## src/rtl/lcd_rd_prefetch_if.sv

```systemverilog
// lcd_rd_prefetch_if: SDRAM burst-read and LCD pop/status signals of lcd_rd_prefetch.
// master = prefetch buffer; slave = SDRAM controller plus lcd_driver. LCD_RD_UNDERRUN_CNT_EN adds underrun_cnt.
interface lcd_rd_prefetch_if #(
    parameter int DATA_W = 96,
    parameter int ADDR_W = 24,
    parameter int LVL_W  = 5
);
    logic              sdr_addr_set;
    logic              lcd_rden;
    logic [DATA_W-1:0] lcd_data;
    logic              rd_req;
    logic [ADDR_W-1:0] rd_addr;
    logic              rd_ack;
    logic              rd_valid;
    logic [DATA_W-1:0] rd_data;
    logic [LVL_W-1:0]  fifo_level;
    logic              underrun;
`ifdef LCD_RD_UNDERRUN_CNT_EN
    logic [15:0]       underrun_cnt;

    modport master (
        input  sdr_addr_set, lcd_rden, rd_ack, rd_valid, rd_data,
        output lcd_data, rd_req, rd_addr, fifo_level, underrun, underrun_cnt
    );
    modport slave (
        output sdr_addr_set, lcd_rden, rd_ack, rd_valid, rd_data,
        input  lcd_data, rd_req, rd_addr, fifo_level, underrun, underrun_cnt
    );
`else
    modport master (
        input  sdr_addr_set, lcd_rden, rd_ack, rd_valid, rd_data,
        output lcd_data, rd_req, rd_addr, fifo_level, underrun
    );
    modport slave (
        output sdr_addr_set, lcd_rden, rd_ack, rd_valid, rd_data,
        input  lcd_data, rd_req, rd_addr, fifo_level, underrun
    );
`endif
endinterface

```

## src/rtl/lcd_rd_prefetch.sv

```systemverilog
// lcd_rd_prefetch: SDRAM burst-read prefetch into a show-ahead FIFO; head presented on lcd_data.
// Latency: a pushed word into an empty FIFO is on lcd_data the next cycle; a pop shows the new head next cycle.
// Backpressure: a burst is requested only when all of it fits; LCD_RD_UNDERRUN_CNT_EN adds underrun_cnt.
module lcd_rd_prefetch #(
    parameter int DATA_W      = 96,
    parameter int DEPTH       = 16,
    parameter int BURST_LEN   = 8,
    parameter int ADDR_W      = 24,
    parameter int BASE_ADDR   = 0,
    parameter int FRAME_WORDS = 32640
) (
    input  logic               clk_lcd,
    input  logic               lcd_rst_n,
    lcd_rd_prefetch_if.master  bus
);
    localparam int PTR_W  = $clog2(DEPTH);
    localparam int LVL_W  = PTR_W + 1;
    localparam int BEAT_W = $clog2(BURST_LEN);

    typedef enum logic [1:0] {IDLE, REQ, FILL, DRAIN} state_t;

    state_t            state, state_nxt;
    logic [ADDR_W-1:0] offset, offset_nxt, offset_wrap;
    logic [BEAT_W-1:0] beat, beat_nxt;
    logic [DATA_W-1:0] mem [DEPTH];
    logic [PTR_W-1:0]  wr_ptr, rd_ptr, rd_ptr_nxt;
    logic [LVL_W-1:0]  level, inflight, free;
    logic [DATA_W-1:0] head;
    logic              underrun;
    logic              flush, push, pop, rden_empty, last_beat;

    assign flush       = bus.sdr_addr_set;
    assign last_beat   = (beat == BEAT_W'(BURST_LEN - 1));
    // A controller that overruns the credit loses the word instead of corrupting the FIFO.
    assign push        = (state == FILL) && bus.rd_valid && !flush && (level != LVL_W'(DEPTH));
    assign pop         = bus.lcd_rden && (level != '0) && !flush;
    assign rden_empty  = bus.lcd_rden && (level == '0) && !flush;
    assign inflight    = (state == FILL) ? (LVL_W'(BURST_LEN) - LVL_W'(beat)) : '0;
    assign free        = LVL_W'(DEPTH) - level - inflight;
    assign offset_wrap = (offset == ADDR_W'(FRAME_WORDS - BURST_LEN)) ? '0
                                                                      : offset + ADDR_W'(BURST_LEN);
    assign rd_ptr_nxt  = rd_ptr + PTR_W'(1);

    always_comb begin
        state_nxt  = state;
        offset_nxt = offset;
        beat_nxt   = beat;
        case (state)
            IDLE: if (!flush && free >= LVL_W'(BURST_LEN)) state_nxt = REQ;
            REQ: begin
                if (bus.rd_ack) begin
                    state_nxt  = flush ? DRAIN : FILL;
                    offset_nxt = offset_wrap;
                end else if (flush) begin
                    state_nxt = IDLE;
                end
            end
            FILL, DRAIN: begin
                // Beats are counted even under flush so the burst always completes.
                if (bus.rd_valid) begin
                    beat_nxt = last_beat ? '0 : beat + BEAT_W'(1);
                    if (last_beat)  state_nxt = IDLE;
                    else if (flush) state_nxt = DRAIN;
                end else if (flush) begin
                    state_nxt = DRAIN;
                end
            end
            default: state_nxt = IDLE;
        endcase
        if (flush) offset_nxt = '0;
    end

    always_ff @(posedge clk_lcd or negedge lcd_rst_n) begin
        if (!lcd_rst_n) begin
            state  <= IDLE;
            offset <= '0;
            beat   <= '0;
        end else begin
            state  <= state_nxt;
            offset <= offset_nxt;
            beat   <= beat_nxt;
        end
    end

    always_ff @(posedge clk_lcd) begin
        if (push) mem[wr_ptr] <= bus.rd_data;
    end

    always_ff @(posedge clk_lcd or negedge lcd_rst_n) begin
        if (!lcd_rst_n) begin
            wr_ptr   <= '0;
            rd_ptr   <= '0;
            level    <= '0;
            head     <= '0;
            underrun <= 1'b0;
        end else if (flush) begin
            wr_ptr   <= '0;
            rd_ptr   <= '0;
            level    <= '0;
            head     <= '0;
            underrun <= 1'b0;
        end else begin
            if (push) wr_ptr <= wr_ptr + PTR_W'(1);
            if (pop)  rd_ptr <= rd_ptr_nxt;
            level <= level + LVL_W'(push) - LVL_W'(pop);
            // Head register: next stored word, or the incoming word when it becomes the head.
            if (pop && level > LVL_W'(1))
                head <= mem[rd_ptr_nxt];
            else if (push && ((level == '0) || (pop && level == LVL_W'(1))))
                head <= bus.rd_data;
            if (rden_empty) underrun <= 1'b1;
        end
    end

`ifdef LCD_RD_UNDERRUN_CNT_EN
    logic [15:0] underrun_cnt;

    always_ff @(posedge clk_lcd or negedge lcd_rst_n) begin
        if (!lcd_rst_n)
            underrun_cnt <= '0;
        else if (rden_empty && underrun_cnt != 16'hFFFF)
            underrun_cnt <= underrun_cnt + 16'd1;
    end

    assign bus.underrun_cnt = underrun_cnt;
`endif

    assign bus.lcd_data   = head;
    assign bus.rd_req     = (state == REQ);
    assign bus.rd_addr    = ADDR_W'(BASE_ADDR) + offset;
    assign bus.fifo_level = level;
    assign bus.underrun   = underrun;
endmodule

```

## src/flat_wrapper.sv

```systemverilog
// flat-port wrapper written by rule: the top's interface ports become plain ports
module lcd_rd_prefetch_flat 
#(
    parameter int DATA_W      = 96,
    parameter int DEPTH       = 16,
    parameter int BURST_LEN   = 8,
    parameter int ADDR_W      = 24,
    parameter int BASE_ADDR   = 0,
    parameter int FRAME_WORDS = 32640
)
  (clk_lcd, lcd_rst_n, bus_sdr_addr_set, bus_lcd_rden, bus_rd_ack, bus_rd_valid, bus_rd_data, bus_lcd_data, bus_rd_req, bus_rd_addr, bus_fifo_level, bus_underrun);
  lcd_rd_prefetch_if #(.DATA_W(DATA_W), .ADDR_W(ADDR_W), .LVL_W((5))) bus_i ();
  input  logic clk_lcd;
  input  logic lcd_rst_n;
  input wire logic [$bits(bus_i.sdr_addr_set)-1:0] bus_sdr_addr_set;
  input wire logic [$bits(bus_i.lcd_rden)-1:0] bus_lcd_rden;
  input wire logic [$bits(bus_i.rd_ack)-1:0] bus_rd_ack;
  input wire logic [$bits(bus_i.rd_valid)-1:0] bus_rd_valid;
  input wire logic [$bits(bus_i.rd_data)-1:0] bus_rd_data;
  output wire logic [$bits(bus_i.lcd_data)-1:0] bus_lcd_data;
  output wire logic [$bits(bus_i.rd_req)-1:0] bus_rd_req;
  output wire logic [$bits(bus_i.rd_addr)-1:0] bus_rd_addr;
  output wire logic [$bits(bus_i.fifo_level)-1:0] bus_fifo_level;
  output wire logic [$bits(bus_i.underrun)-1:0] bus_underrun;
  assign bus_i.sdr_addr_set = bus_sdr_addr_set;
  assign bus_i.lcd_rden = bus_lcd_rden;
  assign bus_i.rd_ack = bus_rd_ack;
  assign bus_i.rd_valid = bus_rd_valid;
  assign bus_i.rd_data = bus_rd_data;
  assign bus_lcd_data = bus_i.lcd_data;
  assign bus_rd_req = bus_i.rd_req;
  assign bus_rd_addr = bus_i.rd_addr;
  assign bus_fifo_level = bus_i.fifo_level;
  assign bus_underrun = bus_i.underrun;
  lcd_rd_prefetch #(.DATA_W(DATA_W), .DEPTH(DEPTH), .BURST_LEN(BURST_LEN), .ADDR_W(ADDR_W), .BASE_ADDR(BASE_ADDR), .FRAME_WORDS(FRAME_WORDS)) u_core (.clk_lcd(clk_lcd), .lcd_rst_n(lcd_rst_n), .bus(bus_i));
endmodule
```

## config.mk

```make
export PLATFORM = sky130hd
export DESIGN_NAME = lcd_rd_prefetch_flat
export DESIGN_NICKNAME = d
export VERILOG_FILES = /design/src/rtl/lcd_rd_prefetch_if.sv /design/src/rtl/lcd_rd_prefetch.sv /design/src/flat_wrapper.sv
export SDC_FILE = /design/constraint.sdc
export NUM_CORES = 2
export LEC_CHECK = 0
export CAP_MARGIN = 25
export CORE_UTILIZATION = 55
export CTS_BUF_LIST = sky130_fd_sc_hd__clkbuf_2
export DETAILED_ROUTE_END_ITERATION = 12
export PLACE_DENSITY_LB_ADDON = 0.15
export SLEW_MARGIN = 15
export SYNTH_ARGS = -nofsm -noshare
export SYNTH_HDL_FRONTEND = slang
export SYNTH_SLANG_ARGS = --single-unit
export TNS_END_PERCENT = 50
```

## constraint.sdc

```tcl
create_clock -name clk_lcd -period 27.5 [get_ports clk_lcd]
set_clock_uncertainty 0.15 [all_clocks]
set_input_delay 5.5 -clock clk_lcd [delete_from_list [all_inputs] [get_ports clk_lcd]]
set_output_delay 5.5 -clock clk_lcd [all_outputs]
set_load 0.1 [all_outputs]
```

Word level (Yosys, flattened, before mapping)
Memory sizes are Yosys's and may differ from the RTL's.
Index checks and enable logic that the tools add are counted.
W data, S select, Z words.
Operators by class
  multiplexer cells: 26
  reduce and logical (&&, ||, !) cells: 26
  equal/unequal tests: 9
  order comparisons: 2
  $add $sub $neg: 9
Operators by type and width (number)
  $mux W96: 3
  $mux W24: 4
  $add A24 B4 Y24 const B: 1
  $eq A24 B15 Y1 const B: 1
  $mux W4: 4
  $mux W2: 6
  $logic_and A1 B1 Y1: 11
  $mux W5: 2
  $reduce_bool A2 Y1: 5
  $add A4 B1 Y4 const B: 2
  $pmux W2 S3: 1
  $reduce_and A2 Y1: 3
  $add A5 B1 Y5: 1
  $eq A5 B1 Y1 const B: 1
  $ge A5 B4 Y1 const B: 1
  $gt A5 B1 Y1 const B: 1
  $logic_not A5 Y1: 1
  $mux W1: 5
  $ne A5 B5 Y1 const B: 1
  $reduce_bool A5 Y1: 1
  $sub A4 B3 Y5 const A: 1
  $sub A5 B1 Y5: 1
  $sub A5 B5 Y5: 1
  $sub A5 B5 Y5 const A: 1
  12 further kinds: 13
Storage, ports and cells
  bits in registers: 139
  output and inout port bits: 127
  bits in writable memories: 1536
  memories kept: 1
  word-level logic and storage cells: 81
Memories
  u_core.mem: depth 16, bits a word 96, rd ports 1, clocked after memory_dff 0, wr ports 1, line lcd_rd_prefetch.sv:25  | logic [DATA_W-1:0] mem [DEPTH];

Logic depth before layout (Yosys ltp)
  word-level depth: 9
  gate-level depth with buffers: 12
  mapped depth without buffers: 12

Least setup slack after synthesis
OpenSTA, ideal clock, no wires.
  path kind: in2reg
  start point: input bus_rd_valid
  end point: memory u_core.mem[11][0] (enable)
  setup time: 0.688 ns
  path slack: 13.602 ns
  buffers on the path: 1
  arrival: 13.060 ns
  required time: 26.662 ns
  cell stages on the path: 5
  path through: nor2b_1 -> o311a_1 -> buf_4 -> nand2_1 -> nor3b_1
On the way
  cells in the longest elaborated chain, start to end: 5
RTL lines
  from (decl): line flat_wrapper.sv:18  | input wire logic [$bits(bus_i.rd_valid)-1:0] bus_rd_valid;
  $logic_and A1 B1 Y1 (3 in a row): line lcd_rd_prefetch.sv:35  | assign push = (state == FILL) && bus.rd_valid && !flush && (level != LVL_W'(DEPTH));
  $mux W1: line lcd_rd_prefetch.sv:86  | if (push) mem[wr_ptr] <= bus.rd_data;
  $mux W1 (implied by the code): line lcd_rd_prefetch.sv:86
  to (decl): line lcd_rd_prefetch.sv:25
No other way between the ends.

Final worst setup path
  start point: register u_core.state[1]
  end point: output bus_rd_req
On the way
  cells in the longest elaborated chain, start to end: 1
RTL lines
  from (decl): line lcd_rd_prefetch.sv:22  | state_t state, state_nxt;
  from (signal assigned): line lcd_rd_prefetch.sv:79  | state <= state_nxt;
  $eq A2 B1 Y1: line lcd_rd_prefetch.sv:129  | assign bus.rd_req = (state == REQ);
  to (decl): line flat_wrapper.sv:21  | output wire logic [$bits(bus_i.rd_req)-1:0] bus_rd_req;
No other way between the ends.

==> impl_results.md <==
* Critical Path RT at 21850 ps
* # DRC at 0
* CTS tree: yes
* Drt first pass iters at 5
* FP Rows at 126
* Initial Util at 0.556
* YS warnings at 0
* Total of max-cap violations at 0
* First-pass GRT wire length at 232 mm
* Initial DRC Count at 3199
* Post-synthesis cell area at 65800 µm²
* Post-synth ARST share at 0.0813
* Total gr overflow at 0
* Peak VDD IR at 0.0802 mV
* Bufs on Longest Clock Path at 4
* Total setup buffers inserted after CTS at 0
* GRT Resource Usage Total at 0.264
* Max frequency at 111 MHz
* DP HPWL at 81.6 mm
* Leakage power at 0.0238 µW
* Final Util at 0.621
* Global placer's final weighted congestion at 0.803
* Post-route ant nets at 0
* Critical Path Sink Type: output pin
* Post-CTS Hold Buffers at 0
* Synthesized instance count at 3201
* Seq cells post-synth at 1672
* Cell variety after synth at 66
* CTS buffer count at 417
* Share of cells above drive strength 1 at 0.281
* Clk_lat worst skew at 1610 ps
* # IOs at 229
* H-tree depth at 5
* Drt total wl at 157 mm
* Highest fanout seen on the critical path at 7
* Area growth syn-to-layout at 11.7%
* Post-route clock period utilization at 0.328
* Antenna violations before repair at 11
* Die H at 348 µm
* DR vias/cell at 6.15
* Worst hold path class: flip-flop to flip-flop
* Final hold violation count at 0
* Core Area at 118000 µm²
* Most common cell after layout, fill and taps aside: edfxtp_1
* Fin crit period at 9020 ps
* Most frequent cells in the layout: edfxtp_1, clkbuf_2, mux4_2, clkdlybuf4s50_1, a21boi_0
* Clock Tree Root: clkbuf_2
* Ys flop type: edfxtp_1
* Worst-path clk slew at 90 ps
* Power Dens Cells at 89.8 nW/µm²
* Type of origin of the critical path: flip-flop
* Nets at 3853
* Worst Setup Path Type: flip-flop to output pin
* Vias post-DR at 34.3k
* Final setup fails at 0
* RSZ-0062 raised after global routing: false
* Hold Crit Start: u_core.bus.underrun
* Relative slew slack at 0.225
* Pin count of the biggest net entering global routing at 97
* RR Startpoint: u_core.rd_ptr[0]
* Synthesized area per cell at 20.5 µm²
* Accumulated negative setup slack at 0 ps
* Worst Path Arrival at 3370 ps
* Status: complete, no violations
* Worst Setup SP: u_core.state[1]
* EDFF count, synth at 1536
* Count of port buffers added during placement at 225
* Post-cts resize count at 0
* Die width at 348 µm
* Count of pins over their slew limit at 0
* Die ar. at 121000 µm²
* Post-DR wirelength/cell at 28.1 µm
* Vias in the first global route at 36.4k
* Worst Max-Slew Pin Slew at 1150 ps
* Seq/Total Area, Yosys at 0.753
* Num Clock Sinks at 1672
[critical path, stage by stage (launching register included)]
cell and delay [ps]:
dfrtp_1 440, nor2b_1 170, clkdlybuf4s50_1 1150
[per-stage QoR]
stage / instance area [µm²] / hold slack, ps / power, µW / setup WS, ps / cells
after floorplan: 65800 / 347 / 4560 / 13600 / 3203
after global placement: 69700 / 342 / 5050 / 17590 / 4833
after detailed placement: 69700 / 367 / 5070 / 17530 / 4837
after CTS: 73300 / 386 / 6650 / 18270 / 5567
after global routing: 73500 / 428 / 6890 / 18240 / 5580
final: 73500 / 386 / 6600 / 18480 / 5581
[power by group]
group | total (µW) | leakage [µW] | internal [µW] | switching, µW
Clock | 1580 | 0.00283 | 624 | 956
Sequential | 2920 | 0.0157 | 2850 | 69.8
Combinational | 2090 | 0.00529 | 893 | 1200
[Yosys cell counts, types with 3 or more instances]
cell type	n	area (µm²)
a31oi_1	3	18.8
nand4_1	10	62.6
xnor2_1	7	61.3
buf_4	35	263
nand2_1	33	124
ha_1	24	300
nor4_1	97	607
nand3b_1	3	22.5
nor3_1	8	40.0
edfxtp_1	1536	46100
buf_6	4	45.0
nand2b_1	8	50.1
and2b_1	14	105
clkbuf_1	93	349
a21oi_1	14	70.1
or3_1	10	62.6
o22ai_1	97	607
buf_2	33	165
dfrtp_1	136	3400
xor2_1	6	52.6
buf_1	22	82.6
mux4_2	384	8650
nor2b_1	185	1160
nand3_1	13	65.1
nor2_1	43	161
inv_1	23	86.3
a21boi_0	192	1440
o21ai_0	15	75.1
and2_1	3	18.8
buf_8	4	60.1
mux2i_1	98	981
[cell families after synthesis]
family | after synthesis | share of synthesized area
flops | 1672 | 0.753
mux | 484 | 0.147
simple gates | 443 | 0.0399
compound gates | 345 | 0.0369
buf+inv | 217 | 0.0165
fa+ha+maj | 26 | 0.00517
xor+xnor | 13 | 0.00173
other cells | 1 | 0.0000570
[path summary, 6_finish.rpt]
path	endpoint	cells past startpoint	slack [ps]
max	bus_rd_req	2	18480
min	u_core.bus.underrun	2	390
max reg2reg	u_core.bus.lcd_data[22]	7	22620
min reg2reg	u_core.bus.underrun	2	390
max in group asynchronous	u_core.bus.lcd_data[8]	2	22130
min in group asynchronous	u_core.bus.lcd_data[57]	1	3620
[registers in the layout, summed over array words and instances, names as in the netlist]
name                   flops
u_core.mem              1536
u_core.bus.underrun        1
u_core.wr_ptr              4
u_core.bus.lcd_data       96
u_core.rd_ptr              4
u_core.beat                3
u_core.state               2
u_core.bus.fifo_level      5
u_core.offset             21
[routing by layer]
layer,track usage,wire length [µm],vias up
met1,0.357,62900,17900
met4,0.0955,4030,6
met2,0.430,77900,1565
li1,-,-,14500
met5,0,38,-
met3,0.0535,11800,292
[final cells by class]
type	instances	area, µm²
diodes	9	22.5
fillers	8361	44800
repair buffers	296	2930
well taps	1536	1920
clock buffers	619	3100
clock inverters	111	517
multi-input cells	1314	15400
inverters	24	90.1
flip-flops and latches	1672	49500
No activity file was read; power rests on OpenSTA's default activity.
